==> src/rtl/kernel_sysid_pkg.sv <==
// Shared types and constants for the system-ID checker: FSM state encoding,
// slave word addresses, default expected values and the timeout counter width helper.
package kernel_sysid_pkg;

  typedef enum logic [2:0] {
    ST_IDLE    = 3'd0,
    ST_ID_REQ  = 3'd1,
    ST_ID_WAIT = 3'd2,
    ST_TS_REQ  = 3'd3,
    ST_TS_WAIT = 3'd4,
    ST_FIN     = 3'd5
  } state_e;

  localparam logic        SYSID_ADDR_ID          = 1'b0;
  localparam logic        SYSID_ADDR_TS          = 1'b1;
  localparam logic [31:0] DEFAULT_EXPECTED_ID    = 32'h0000_0001;
  localparam logic [31:0] DEFAULT_EXPECTED_TS    = 32'd1531377617;
  localparam int          DEFAULT_TIMEOUT_CYCLES = 256;
  localparam int          DEFAULT_MAX_RETRIES    = 2;
  localparam int          RETRY_W                = 4;

  // clog2(cycles), never less than 1; cycles is limited to 16 bits
  function automatic int tmo_cnt_width(input int cycles);
    int w;
    w = 1;
    for (int i = 1; i < 17; i++) begin
      if ((32'sd1 << i) < cycles) begin
        w = i + 1;
      end
    end
    return w;
  endfunction

endpackage

==> src/rtl/kernel_sysid_rd_timer.sv <==
// Per-attempt timeout counter (load/enable/expired) and per-word retry counter
// for the system-ID read sequencer.
module kernel_sysid_rd_timer
  import kernel_sysid_pkg::*;
#(
  parameter int TIMEOUT_CYCLES = DEFAULT_TIMEOUT_CYCLES
) (
  input  logic               clock,
  input  logic               reset,
  input  logic               load,
  input  logic               enable,
  input  logic               retry_clr,
  input  logic               retry_inc,
  output logic               expired,
  output logic               expire_next,
  output logic [RETRY_W-1:0] retry_cnt
);

  localparam int             CNT_W    = tmo_cnt_width(TIMEOUT_CYCLES);
  localparam logic [CNT_W-1:0] CNT_LAST = CNT_W'(TIMEOUT_CYCLES - 1);

  logic [CNT_W-1:0]   cnt_q, cnt_d;
  logic [RETRY_W-1:0] retry_q, retry_d;

  // next-value logic for the timeout and retry counters
  always_comb begin
    if (load) begin
      cnt_d = {CNT_W{1'b0}};
    end else if (enable && (cnt_q != CNT_LAST)) begin
      cnt_d = cnt_q + CNT_W'(1);
    end else begin
      cnt_d = cnt_q;
    end

    if (retry_clr) begin
      retry_d = {RETRY_W{1'b0}};
    end else if (retry_inc) begin
      retry_d = retry_q + RETRY_W'(1);
    end else begin
      retry_d = retry_q;
    end
  end

  // counter registers
  always_ff @(posedge clock) begin
    if (reset) begin
      cnt_q   <= {CNT_W{1'b0}};
      retry_q <= {RETRY_W{1'b0}};
    end else begin
      cnt_q   <= cnt_d;
      retry_q <= retry_d;
    end
  end

  // expire_next lets the owner drop its read strobe on the timeout cycle itself
  assign expired     = (cnt_q == CNT_LAST);
  assign expire_next = (cnt_d == CNT_LAST);
  assign retry_cnt   = retry_q;

endmodule

==> config.mk <==
export PLATFORM = sky130hd
export DESIGN_NAME = kernel_sysid_rd_timer
export DESIGN_NICKNAME = d
export VERILOG_FILES = /design/src/rtl/kernel_sysid_pkg.sv /design/src/rtl/kernel_sysid_rd_timer.sv
export SDC_FILE = /design/constraint.sdc
export NUM_CORES = 1
export LEC_CHECK = 0
export ABC_AREA = 0
export BUFFER_PORTS_ARGS = -buffer_cell sky130_fd_sc_hd__buf_2
export CAP_MARGIN = 20
export CORE_MARGIN = 2
export CORE_UTILIZATION = 40
export CTS_CLUSTER_SIZE = 14
export DETAILED_ROUTE_END_ITERATION = 10
export GPL_TIMING_DRIVEN = 0
export PLACE_DENSITY = 0.7
export SLEW_MARGIN = 10
export SYNTH_ARGS = -nofsm -noshare
export SYNTH_HDL_FRONTEND = slang
export SYNTH_SLANG_ARGS = --single-unit
==> constraint.sdc <==
create_clock -name clock -period 3.91 [get_ports clock]
set_input_delay 0.391 -clock clock [delete_from_list [all_inputs] [get_ports clock]]
set_output_delay 0.391 -clock clock [all_outputs]
set_load 0.005 [all_outputs]
; ---- Yosys cells after proc, flatten, opt, wreduce, memory -nomap -nowiden
; Index checks and enable logic that the tools add are counted.
; Widths: inputs -> output; s select.
[totals]
regBits = 12
inputBits = 6
[classes]
addsub = 2
eq_ne = 3
mux = 2
reduce_logical = 2
[op_table]
columns = cell, count
row1 = $eq 8x8->1 const B, 2
row2 = $mux 8, 2
row3 = $add 8x1->8 const B, 1
row4 = $ne 8x8->1 const B, 1
row5 = $add 4x1->4 const B, 1
row6 = $reduce_or 2->1, 1
row7 = $logic_and 1x1->1, 1

; ---- Depth between registers and ports, before layout
; Gate-level depths: netlist of the first run.
[logic_depth]
depth_word = 5
depth_mapped = 6

; ---- Worst setup path after synthesis of the first run
; OpenSTA, ideal clock, no wires.
[synth_timing]
path_kind = register -> output
startpoint = register cnt_q[0]
endpoint = output expire_next
t_arrival_ps = 1526
t_required_ps = 3519
path_slack_ps = 1993
stages_incl_launch_ff = 7
n_path_buf = 0
cell_sequence = dfxtp_1 > ha_1 > nand4_4 > o21ai_4 > and3_1 > o21ai_1 > nor4_1
[synth_via]
elab_chain_len = 5
[synth_lines]
columns = item, line
row1 = from (decl), kernel_sysid_rd_timer.sv:22  ; logic [CNT_W-1:0] cnt_q, cnt_d;
row2 = from (signal assigned), kernel_sysid_rd_timer.sv:47  ; cnt_q <= {CNT_W{1'b0}};
row3 = from (signal assigned), kernel_sysid_rd_timer.sv:50  ; cnt_q <= cnt_d;
row4 = "parallel branches: the longest is 2 deep, another holds $add 8x1->8", n/a
row5 = $mux 8 *, kernel_sysid_rd_timer.sv:29  ; end else if (enable && (cnt_q != CNT_LAST)) begin
row6 = $mux 8 *, kernel_sysid_rd_timer.sv:27  ; if (load) begin
row7 = $eq 8x8->1 *, kernel_sysid_rd_timer.sv:57  ; assign expire_next = (cnt_d == CNT_LAST);
row8 = to (decl), kernel_sysid_rd_timer.sv:15  ; output logic expire_next,
; Every way passes the cells marked *.

; ---- Final worst setup path of the first run
; Ends and elaborated chain as after synthesis.

==> results of run 1 <==
state kept, by name (all words and copies together) (netlist names):
register / flops
cnt_q: 8
retry_cnt: 4
routing by layer:
layer | track usage, % | part of all wire [%]
met1 | 22.1 | 53
met2 | 19.7 | 42
met3 | 2.45 | 3.6
met4 | 7.88 | 0.60
met5 | 0 | 0
kinds of logic (layout without fill, tap and decap cells):
family,after synthesis,after routing
simple gates,37,37
xor+xnor,5,5
buf+inv,2,17
flops,12,12
compound gates,15,15
mux,3,3
fa+ha+maj,2,2
area by class of cell:
cell class,instances,area [um2],share of cell area [%]
Sequential cell,12,240,31.3
Clock buffer,4,36.3,4.72
Timing Repair Buffer,11,55.1,7.17
Inverter,2,7.51,0.977
Multi-Input combinational cell,62,409,53.3
Tap cell,16,20.0,2.61
synthesized netlist by cell type (all sizes together):
cell     n
and3     3
xor2     3
and2     1
mux2i    2
xnor2    2
inv      2
nor3     5
ha       2
o22ai    2
nor4     1
a21o     1
nand4    3
and4     1
or2      2
nand2    7
o21ai    5
mux2     1
or2b     1
dfxtp   12
a211oi   1
a31oi    1
nand3    4
a21oi    5
nor3b    2
nor2     7
power by group through the flow:
stage / registers [mW] / clock network (mW) / logic [mW]
2_1_floorplan: 0.128 / 0 / 0.00650
3_3_place_gp: 0.128 / 0 / 0.0135
3_5_place_dp: 0.128 / 0 / 0.0137
4_1_cts: 0.125 / 0.103 / 0.0138
5_1_grt: 0.126 / 0.106 / 0.0150
6_report: 0.125 / 0.101 / 0.0138
how the worst min path moves through the flow:
stage / from / end / slack, ps
after global routing: retry_clr / retry_cnt[0]$_SDFFE_PP0P_ / 330
after global placement: cnt_q[1]$_SDFF_PP0_ / cnt_q[1]$_SDFF_PP0_ / 500
after floorplan: reset / retry_cnt[0]$_SDFFE_PP0P_ / 470
final: retry_clr / retry_cnt[0]$_SDFFE_PP0P_ / 330
after CTS: retry_clr / retry_cnt[0]$_SDFFE_PP0P_ / 320
after detailed placement: cnt_q[1]$_SDFF_PP0_ / cnt_q[1]$_SDFF_PP0_ / 500
placed cells by master (no fill, tap or decap), types with 2 or more instances in the layout:
cell type | synthesis | routed
clkbuf_4 | 0 | 3
nand3_1 | 3 | 3
o22ai_1 | 2 | 2
buf_2 | 0 | 11
o21ai_0 | 3 | 3
inv_1 | 2 | 2
a21oi_1 | 5 | 5
xor2_1 | 3 | 3
nand2_1 | 7 | 7
xnor2_1 | 2 | 2
dfxtp_1 | 12 | 12
nand4_1 | 2 | 2
and3_1 | 2 | 2
ha_1 | 2 | 2
mux2i_1 | 2 | 2
or2_2 | 2 | 2
nor2_1 | 7 | 7
nor3b_1 | 2 | 2
nor3_1 | 5 | 5
==> run_summary.xml, run 1 <==
<?xml version="1.0" encoding="UTF-8"?>
<metrics>
  <group name="setup_path">
    <metric name="required_time_of_the_critical_path" unit="ps">3520</metric>
    <metric name="cp_num_buf_inv" unit="">1</metric>
    <metric name="critical_path.reg2reg.endpoint" unit="">cnt_q[4]$_SDFF_PP0_</metric>
    <metric name="path_class" unit="">reg -&gt; out</metric>
    <metric name="worst_path_max_delay_cell" unit="">dfxtp_1</metric>
    <metric name="timing.critical_path.fanout_max" unit="">6</metric>
    <metric name="worst_setup_path_endpoint" unit="">expire_next</metric>
    <metric name="cp_data_arrival_time" unit="ps">2140</metric>
    <metric name="worstSetupStartpoint" unit="">cnt_q[0]$_SDFF_PP0_</metric>
    <metric name="start_kind" unit="">flop</metric>
    <metric name="rrSetupSlack" unit="ps">2130</metric>
    <metric name="reg2reg_depth" unit="">6</metric>
    <metric name="slowest_delay" unit="ps">440</metric>
    <metric name="timing.critical_path.max_delay_family" unit="">simple AND/OR/NAND/NOR gates</metric>
    <metric name="cp.depth" unit="">7</metric>
    <metric name="timing.critical_path.cells" unit="">ha_1, nand4_4, o21ai_4, and3_1, o21ai_1, nor4_1, buf_2</metric>
    <metric name="worstReg2RegStart" unit="">cnt_q[0]$_SDFF_PP0_</metric>
    <metric name="endpoint_kind" unit="">output port</metric>
  </group>
  <group name="timing">
    <metric name="final_period_minus_worst_setup_slack" unit="ps">2530</metric>
    <metric name="fin_setup_tns" unit="ps">0</metric>
    <metric name="timing.hold.ws" unit="ps">326</metric>
    <metric name="timing.final.max_slew_violations" unit="">0</metric>
    <metric name="grt_setup_unrepaired" unit="">false</metric>
    <metric name="final_critical_path_setup_slack" unit="ps">1380</metric>
    <metric name="timing.fmax" unit="MHz">396</metric>
    <metric name="worst_pin_slew" unit="ps">263</metric>
    <metric name="finalCritPeriodShare" unit="%">64.6</metric>
    <metric name="hold_violations" unit="">0</metric>
    <metric name="worst_slew_margin_rel" unit="%">82.3</metric>
    <metric name="setup_viol" unit="">0</metric>
    <metric name="timing.clock.skew" unit="ps">1.07</metric>
  </group>
  <group name="synth">
    <metric name="yosysWarnings" unit="">0</metric>
    <metric name="synth.largest_area_cell" unit="">dfxtp_1</metric>
    <metric name="synth_largest_type_area_fraction" unit="%">36.6</metric>
    <metric name="proportion_of_synthesized_area_in_mux_cells" unit="%">4.76</metric>
    <metric name="syn-mean-instance-area" unit="um2">8.64</metric>
    <metric name="synth_simple_gate_area_share" unit="%">32.6</metric>
    <metric name="post_synth_fa_ha_maj_area_fraction" unit="%">3.81</metric>
    <metric name="synth_compound_gate_area_share" unit="%">14.5</metric>
    <metric name="synthesis.instances" unit="">76</metric>
    <metric name="post_synth_main_area_contributors" unit="">dfxtp_1 (37%), nand2_1 (4.0%), nor2_1 (4.0%)</metric>
    <metric name="synthDistinctLibCells" unit="">30</metric>
    <metric name="post_synth_xor_area_fraction" unit="%">6.67</metric>
    <metric name="syn-cell-area" unit="um2">657</metric>
    <metric name="synth_top_family_by_area" unit="">simple AND/OR/NAND/NOR gates</metric>
    <metric name="ys_ff_latch" unit="">12</metric>
    <metric name="synth.net_count" unit="">84</metric>
    <metric name="synth-seq-area-share" unit="%">36.6</metric>
  </group>
  <group name="global_route">
    <metric name="grt_pass1_vias" unit="">526</metric>
    <metric name="globalRouteOverflowTotal" unit="">0</metric>
    <metric name="global_route.usage.total" unit="%">14.8</metric>
    <metric name="pin_count_of_the_biggest_net_entering_global_routing" unit="">8</metric>
    <metric name="initial_antenna_violation_count" unit="">0</metric>
    <metric name="grt_pass1_wl" unit="mm">2.17</metric>
  </group>
  <group name="place">
    <metric name="numPlacedInstances" unit="">103</metric>
    <metric name="placement.setup.worst_slack" unit="ps">1720</metric>
    <metric name="placement.cell_area" unit="um2">732</metric>
    <metric name="hpwl" unit="um">991</metric>
    <metric name="place_congestion" unit="">0.783</metric>
    <metric name="io_buffers" unit="">11</metric>
  </group>
  <group name="min_path">
    <metric name="whs_path_depth" unit="">2</metric>
    <metric name="timing.hold.worst.class" unit="">in -&gt; reg</metric>
  </group>
  <group name="power_and_ir_drop">
    <metric name="report.power.total" unit="mW">0.241</metric>
    <metric name="seqPwrFrac" unit="%">52.1</metric>
    <metric name="power.static_leakage" unit="nW">0.328</metric>
    <metric name="power.internal" unit="mW">0.186</metric>
    <metric name="comb_power_share" unit="%">5.7</metric>
    <metric name="switching_power" unit="mW">0.0544</metric>
    <metric name="power.ir.vdd_worst" unit="mV">0.133</metric>
    <metric name="power.density_cell_area" unit="nW/um2">313</metric>
    <metric name="share_clk_of_total_power" unit="%">42.2</metric>
    <metric name="power_switching_share" unit="%">22.6</metric>
  </group>
  <group name="clock_tree">
    <metric name="postCtsHoldBufs" unit="">0</metric>
    <metric name="cts-buffers-inserted" unit="">3</metric>
    <metric name="clockRootBuffer" unit="">clkbuf_4</metric>
    <metric name="tritoncts_clock_tree" unit="">done</metric>
    <metric name="insertion_delay" unit="ps">270</metric>
    <metric name="postCtsSetupRepairBufs" unit="">0</metric>
    <metric name="clk_pin_slew_worst_paths" unit="ps">80</metric>
    <metric name="post_cts_resized" unit="">0</metric>
    <metric name="clock_path_buffers" unit="">2</metric>
    <metric name="clkSinkCount" unit="">12</metric>
    <metric name="cts_max_level" unit="">1</metric>
  </group>
  <group name="routing">
    <metric name="wl_per_cell" unit="um">12.4</metric>
    <metric name="drc_errors" unit="">0</metric>
    <metric name="post_drt_via_cell_ratio" unit="">5.55</metric>
    <metric name="drt_pass1_iterations" unit="">4</metric>
    <metric name="detailroute.via_count" unit="">594</metric>
    <metric name="drtIter0Drc" unit="">24</metric>
    <metric name="drt-total-wl" unit="mm">1.32</metric>
    <metric name="antenna_violating_nets_post_route" unit="">0</metric>
  </group>
  <group name="floorplanning">
    <metric name="die_outline_area" unit="um2">1980</metric>
    <metric name="placementRows" unit="">14</metric>
    <metric name="core_area" unit="um2">1520</metric>
    <metric name="die_y" unit="um">44.5</metric>
    <metric name="floorplan.initialDensity" unit="%">43.1</metric>
    <metric name="die_x" unit="um">44.5</metric>
    <metric name="top_level_ports" unit="">12</metric>
  </group>
  <group name="status">
    <metric name="status" unit="">finished, final reports clean</metric>
  </group>
  <group name="final_layout">
    <metric name="finalInstanceArea" unit="um2">768</metric>
    <metric name="finalNonFillerCells" unit="">107</metric>
    <metric name="fillCellCount" unit="">143</metric>
    <metric name="layout.nets" unit="">100</metric>
    <metric name="final_util" unit="%">50.4</metric>
    <metric name="syn_to_final_growth" unit="%">17.0</metric>
    <metric name="n_antenna_cell" unit="">0</metric>
    <metric name="drive_above_1_share" unit="%">25.3</metric>
  </group>
  <group name="run">
    <metric name="max-cap-violations" unit="">0</metric>
  </group>
</metrics>
Note: power is estimated with default switching activity, not from simulation.
==> inputs of run 2 (changes only) <==
Settings changed: PLACE_DENSITY 0.7 to 0.72.
Clock period 3.91 ns to 2.2 ns, I/O delays scaled along.
==> run 2 against run 1 <==
Setup slack lost 1300 ps. Routed wire length is 4.2% higher. Global-route usage grew 2.2 points. First-iteration DRC count fell by 33%. Hold slack lost 180 ps. Clock power rose by 78%. Sequential power grew 78%. Register-to-register slack lost 1500 ps. Total power increased by 78%. Combinational power grew 83%. Flip-flop and latch count unchanged.
==> run_summary.xml, run 2 (synthesized netlist as in run 1, its figures left out) <==
<?xml version="1.0" encoding="UTF-8"?>
<metrics>
  <group name="floorplanning">
    <metric name="placementRows" unit="">14</metric>
    <metric name="die_outline_area" unit="um2">1980</metric>
    <metric name="die_y" unit="um">44.5</metric>
    <metric name="die_x" unit="um">44.5</metric>
    <metric name="core_area" unit="um2">1520</metric>
    <metric name="top_level_ports" unit="">12</metric>
    <metric name="floorplan.initialDensity" unit="%">43.1</metric>
  </group>
  <group name="timing">
    <metric name="timing.fmax" unit="MHz">482</metric>
    <metric name="hold_violations" unit="">0</metric>
    <metric name="finalCritPeriodShare" unit="%">94.3</metric>
    <metric name="grt_setup_unrepaired" unit="">false</metric>
    <metric name="timing.final.max_slew_violations" unit="">0</metric>
    <metric name="worst_slew_margin_rel" unit="%">84.7</metric>
    <metric name="worst_pin_slew" unit="ps">228</metric>
    <metric name="final_period_minus_worst_setup_slack" unit="ps">2080</metric>
    <metric name="fin_setup_tns" unit="ps">0</metric>
    <metric name="timing.clock.skew" unit="ps">5.50</metric>
    <metric name="setup_viol" unit="">0</metric>
  </group>
  <group name="setup_path">
    <metric name="worst_path_max_delay_cell" unit="">dfxtp_4</metric>
    <metric name="cp_num_buf_inv" unit="">1</metric>
    <metric name="timing.critical_path.cells" unit="">ha_4, nand4_4, o21ai_4, and3_1, o21ai_1, nor4_1, buf_2</metric>
    <metric name="cp_data_arrival_time" unit="ps">1860</metric>
    <metric name="worstReg2RegStart" unit="">cnt_q[0]$_SDFF_PP0_</metric>
    <metric name="worstSetupStartpoint" unit="">cnt_q[0]$_SDFF_PP0_</metric>
    <metric name="endpoint_kind" unit="">output port</metric>
    <metric name="slowest_delay" unit="ps">390</metric>
    <metric name="start_kind" unit="">flop</metric>
    <metric name="path_class" unit="">reg -&gt; out</metric>
    <metric name="required_time_of_the_critical_path" unit="ps">1980</metric>
    <metric name="timing.critical_path.fanout_max" unit="">6</metric>
    <metric name="timing.critical_path.max_delay_family" unit="">simple AND/OR/NAND/NOR gates</metric>
  </group>
  <group name="power_and_ir_drop">
    <metric name="power.static_leakage" unit="nW">0.327</metric>
    <metric name="power.density_cell_area" unit="nW/um2">544</metric>
    <metric name="power.ir.vdd_worst" unit="mV">0.400</metric>
  </group>
  <group name="final_layout">
    <metric name="number_of_flip_flops_under_the_largest_register_name" unit="">8</metric>
    <metric name="seqCellArea" unit="um2">246</metric>
    <metric name="area_taken_by_multi_input_logic_gates" unit="um2">422</metric>
    <metric name="layout_commonest_cell" unit="">buf_2</metric>
    <metric name="n_antenna_cell" unit="">0</metric>
    <metric name="fillCellCount" unit="">138</metric>
    <metric name="final_util" unit="%">51.6</metric>
    <metric name="layout.nets" unit="">100</metric>
    <metric name="syn_to_final_growth" unit="%">19.8</metric>
    <metric name="regMostFlops" unit="">cnt_q</metric>
    <metric name="layout.cells.most_common_list" unit="">buf_2 (11), dfxtp_1 (9), nor2_1 (7), nand2_1 (7)</metric>
    <metric name="drive_above_1_share" unit="%">29.7</metric>
  </group>
  <group name="run">
    <metric name="max-cap-violations" unit="">0</metric>
  </group>
  <group name="clock_tree">
    <metric name="cts-buffers-inserted" unit="">3</metric>
    <metric name="cts_max_level" unit="">1</metric>
    <metric name="insertion_delay" unit="ps">280</metric>
    <metric name="tritoncts_clock_tree" unit="">done</metric>
    <metric name="clock_path_buffers" unit="">2</metric>
    <metric name="clockRootBuffer" unit="">clkbuf_4</metric>
    <metric name="clk_pin_slew_worst_paths" unit="ps">80</metric>
    <metric name="postCtsHoldBufs" unit="">0</metric>
    <metric name="clkSinkCount" unit="">12</metric>
  </group>
  <group name="status">
    <metric name="status" unit="">finished, final reports clean</metric>
  </group>
  <group name="global_route">
    <metric name="grt_pass1_vias" unit="">558</metric>
    <metric name="grt_pass1_wl" unit="mm">2.42</metric>
    <metric name="initial_antenna_violation_count" unit="">0</metric>
    <metric name="pin_count_of_the_biggest_net_entering_global_routing" unit="">8</metric>
    <metric name="global_route.usage.total" unit="%">16.9</metric>
    <metric name="globalRouteOverflowTotal" unit="">0</metric>
  </group>
  <group name="min_path">
    <metric name="timing.hold.worst.class" unit="">in -&gt; reg</metric>
    <metric name="hp-start" unit="">retry_clr</metric>
  </group>
  <group name="routing">
    <metric name="wl_per_cell" unit="um">12.9</metric>
    <metric name="drc_errors" unit="">0</metric>
    <metric name="drt-total-wl" unit="mm">1.38</metric>
    <metric name="detailroute.via_count" unit="">602</metric>
    <metric name="drt_pass1_iterations" unit="">4</metric>
    <metric name="antenna_violating_nets_post_route" unit="">0</metric>
    <metric name="drtIter0Drc" unit="">16</metric>
    <metric name="post_drt_via_cell_ratio" unit="">5.63</metric>
  </group>
  <group name="place">
    <metric name="hpwl" unit="um">950</metric>
    <metric name="place_congestion" unit="">0.790</metric>
    <metric name="io_buffers" unit="">11</metric>
  </group>
</metrics>
run 2: cell types whose count changed in the layout (fill, tap and decap cells not counted):
cell and change:
dfxtp_2 +2, ha_4 +1, ha_1 -1, dfxtp_1 -3, dfxtp_4 +1
run 2: area by class of cell:
cell class / instances / share of cell area [%]
multi-input combinational: 62 / 53.6
sequential: 12 / 31.3
timing repair buffer: 11 / 7.00
clock buffer: 4 / 4.61
tap: 16 / 2.54
inverter: 2 / 0.954
run 2: worst reg2reg max path: cells and delay by family, from the launching register on:
| family | cells | cell delay, ps |
|---|---|---|
| xor+xnor | 1 | 150 |
| fa+ha+maj | 1 | 180 |
| flops | 1 | 390 |
| simple gates | 4 | 770 |
run 2: routing by layer:
metal	global-route usage (%)	vias to the layer above	share of wire, %
met5	0	-	0
met4	10.9	0	2.7
met3	2.45	5	3.8
met2	24.1	15	44
met1	23.6	269	49
li1	-	313	-
run 2: final timing paths:
path	endpoint	slack (ps)	depth (start not counted)
hold reg to reg	cnt_q[1]$_SDFF_PP0_	500	2
hold / removal	retry_cnt[0]$_SDFFE_PP0P_	150	2
setup / recovery	expire_next	120	7
setup reg to reg	cnt_q[4]$_SDFF_PP0_	610	6
run 2: per-stage QoR:
step / area, um2 / hold WS, ps / total power, mW / setup slack [ps] / instances
6_report: 787 / 148 / 0.428 / 125 / 107
5_1_grt: 787 / 164 / 0.442 / 2.51 / 107
4_1_cts: 782 / 149 / 0.430 / 29.6 / 107
3_5_place_dp: 732 / 436 / 0.252 / 230 / 103
3_3_place_gp: 732 / 438 / 0.252 / 240 / 103
2_1_floorplan: 657 / 297 / 0.239 / 454 / 76
run 2: repair_timing:
action                                  in CTS  in global routing
pin swaps                                    0                  1
setup buffers                                0                  0
endpoints found under the setup margin       1                  1
resized for setup                            3                  3
hold endpoints to repair                     0                  0
run 2: where the power goes:
part | switching [mW] | total [mW] | internal [mW] | leakage, nW
clock network | 0.0789 | 0.180 | 0.101 | 0.0210
registers | 0.00392 | 0.223 | 0.219 | 0.0987
logic | 0.0136 | 0.0252 | 0.0116 | 0.207
total | 0.0964 | 0.428 | 0.332 | 0.327
==> inputs of run 3 (changes only) <==
Settings changed: RECOVER_POWER set to 100.
==> run 3 against run 2 <==
Utilization down 0.16 points. Total power is essentially flat. Clock-buffer cell count did not move. Highest routed layer unchanged. First-iteration DRC count unchanged.
==> run_summary.xml, run 3 (synthesized netlist as in run 1, its figures left out) <==
<?xml version="1.0" encoding="UTF-8"?>
<metrics>
  <group name="routing">
    <metric name="drt_pass1_iterations" unit="">4</metric>
    <metric name="post_drt_via_cell_ratio" unit="">5.62</metric>
    <metric name="wl_per_cell" unit="um">12.9</metric>
    <metric name="drt-total-wl" unit="mm">1.38</metric>
    <metric name="drtIter0Drc" unit="">16</metric>
    <metric name="drc_errors" unit="">0</metric>
    <metric name="detailroute.via_count" unit="">601</metric>
    <metric name="antenna_violating_nets_post_route" unit="">0</metric>
  </group>
  <group name="timing">
    <metric name="timing.fmax" unit="MHz">481</metric>
    <metric name="worst_pin_slew" unit="ps">230</metric>
    <metric name="grt_setup_unrepaired" unit="">false</metric>
    <metric name="setup_viol" unit="">0</metric>
    <metric name="final_period_minus_worst_setup_slack" unit="ps">2080</metric>
    <metric name="fin_setup_tns" unit="ps">0</metric>
    <metric name="finalCritPeriodShare" unit="%">94.4</metric>
    <metric name="worst_slew_margin_rel" unit="%">84.5</metric>
    <metric name="timing.final.max_slew_violations" unit="">0</metric>
    <metric name="hold_violations" unit="">0</metric>
    <metric name="timing.clock.skew" unit="ps">5.50</metric>
  </group>
  <group name="clock_tree">
    <metric name="cts_max_level" unit="">1</metric>
    <metric name="clk_pin_slew_worst_paths" unit="ps">80</metric>
    <metric name="cts-buffers-inserted" unit="">3</metric>
    <metric name="insertion_delay" unit="ps">280</metric>
    <metric name="clockRootBuffer" unit="">clkbuf_4</metric>
    <metric name="tritoncts_clock_tree" unit="">done</metric>
    <metric name="clock_path_buffers" unit="">2</metric>
    <metric name="clkSinkCount" unit="">12</metric>
    <metric name="postCtsHoldBufs" unit="">0</metric>
  </group>
  <group name="run">
    <metric name="max-cap-violations" unit="">0</metric>
  </group>
  <group name="final_layout">
    <metric name="layout.cells.most_common_list" unit="">dfxtp_1 (9), buf_2 (9), nor2_1 (7), nand2_1 (7)</metric>
    <metric name="number_of_flip_flops_under_the_largest_register_name" unit="">8</metric>
    <metric name="layout.nets" unit="">100</metric>
    <metric name="drive_above_1_share" unit="%">26.4</metric>
    <metric name="final_util" unit="%">51.5</metric>
    <metric name="regMostFlops" unit="">cnt_q</metric>
    <metric name="syn_to_final_growth" unit="%">19.4</metric>
    <metric name="fillCellCount" unit="">140</metric>
    <metric name="n_antenna_cell" unit="">0</metric>
  </group>
  <group name="setup_path">
    <metric name="timing.critical_path.max_delay_family" unit="">simple AND/OR/NAND/NOR gates</metric>
    <metric name="timing.critical_path.cells" unit="">ha_4, nand4_4, o21ai_4, and3_1, o21ai_1, nor4_1, buf_2</metric>
    <metric name="cp_data_arrival_time" unit="ps">1860</metric>
    <metric name="path_class" unit="">reg -&gt; out</metric>
    <metric name="cp_num_buf_inv" unit="">1</metric>
    <metric name="rrSetupSlack" unit="ps">610</metric>
    <metric name="slowest_delay" unit="ps">390</metric>
    <metric name="required_time_of_the_critical_path" unit="ps">1980</metric>
    <metric name="timing.critical_path.fanout_max" unit="">6</metric>
    <metric name="endpoint_kind" unit="">output port</metric>
    <metric name="start_kind" unit="">flop</metric>
    <metric name="worst_path_max_delay_cell" unit="">dfxtp_4</metric>
  </group>
  <group name="place">
    <metric name="hpwl" unit="um">950</metric>
    <metric name="place_congestion" unit="">0.790</metric>
    <metric name="io_buffers" unit="">11</metric>
  </group>
  <group name="floorplanning">
    <metric name="placementRows" unit="">14</metric>
    <metric name="die_y" unit="um">44.5</metric>
    <metric name="core_area" unit="um2">1520</metric>
    <metric name="floorplan.initialDensity" unit="%">43.1</metric>
    <metric name="die_x" unit="um">44.5</metric>
    <metric name="die_outline_area" unit="um2">1980</metric>
    <metric name="top_level_ports" unit="">12</metric>
  </group>
  <group name="power_and_ir_drop">
    <metric name="power.static_leakage" unit="nW">0.319</metric>
    <metric name="power.ir.vdd_worst" unit="mV">0.397</metric>
    <metric name="power.density_cell_area" unit="nW/um2">546</metric>
  </group>
  <group name="status">
    <metric name="status" unit="">finished, final reports clean</metric>
  </group>
  <group name="global_route">
    <metric name="grt_pass1_vias" unit="">558</metric>
    <metric name="global_route.usage.total" unit="%">16.9</metric>
    <metric name="pin_count_of_the_biggest_net_entering_global_routing" unit="">8</metric>
    <metric name="grt_pass1_wl" unit="mm">2.42</metric>
    <metric name="initial_antenna_violation_count" unit="">0</metric>
    <metric name="globalRouteOverflowTotal" unit="">0</metric>
  </group>
  <group name="min_path">
    <metric name="timing.hold.worst.class" unit="">in -&gt; reg</metric>
  </group>
</metrics>
-- run 3: cell count changes in the layout (fill, tap and decap cells not counted), sizes merged --
cell	before	now
buf	11	9
clkbuf	4	6
-- run 3: metal layers --
layer | vias to the layer above | share of wire [%] | GRT usage, % | wire length [um]
li1 | 312 | - | - | -
met1 | 273 | 49 | 23.6 | 676
met3 | 5 | 3.4 | 2.45 | 47
met5 | - | 0 | 0 | 0
met2 | 11 | 45 | 24.1 | 619
met4 | 0 | 2.7 | 10.9 | 37
-- run 3: power by group --
part / internal, mW / total (mW) / switching, mW
sequential: 0.219 / 0.223 / 0.00392
combinational: 0.0116 / 0.0252 / 0.0136
clock: 0.101 / 0.180 / 0.0789
-- run 3: final timing paths --
check	startpoint	to	cells past startpoint
worst max register to register	cnt_q[0]$_SDFF_PP0_	cnt_q[4]$_SDFF_PP0_	6
worst min register to register	cnt_q[1]$_SDFF_PP0_	cnt_q[1]$_SDFF_PP0_	2
worst max-delay path	cnt_q[0]$_SDFF_PP0_	expire_next	7
worst min-delay path	retry_clr	retry_cnt[0]$_SDFFE_PP0P_	2
-- run 3: per-stage QoR --
stage	setup WS [ps]	total power [mW]	hold slack [ps]	cells	instance area, um2
2_1_floorplan	454	0.239	297	76	657
3_3_place_gp	240	0.252	438	103	732
3_5_place_dp	230	0.252	436	103	732
4_1_cts	29.6	0.430	149	107	782
5_1_grt	2.51	0.442	164	107	785
6_report	122	0.428	148	107	785
-- run 3: repair_timing --
item | in CTS | in global routing
buffers inserted | 0 | 0
pin swaps | 0 | 1
setup endpoints to repair | 1 | 1
gates resized for setup | 3 | 3
-- run 3: layout make-up --
type | instances | area, um2 | share of cell area (%)
Multi-Input combinational cell | 62 | 422 | 53.7
Sequential cell | 12 | 246 | 31.4
Timing Repair Buffer | 11 | 52.6 | 6.70
Clock buffer | 4 | 36.3 | 4.63
Tap cell | 16 | 20.0 | 2.55
Inverter | 2 | 7.51 | 0.957
-- run 3: worst register-to-register path, delay by kind of cell (launching register included) --
family | cells | cell delay, ps
AND/OR/NAND/NOR | 4 | 770
flip-flops | 1 | 390
adder cells (fa/ha/maj) | 1 | 180
XOR/XNOR | 1 | 150
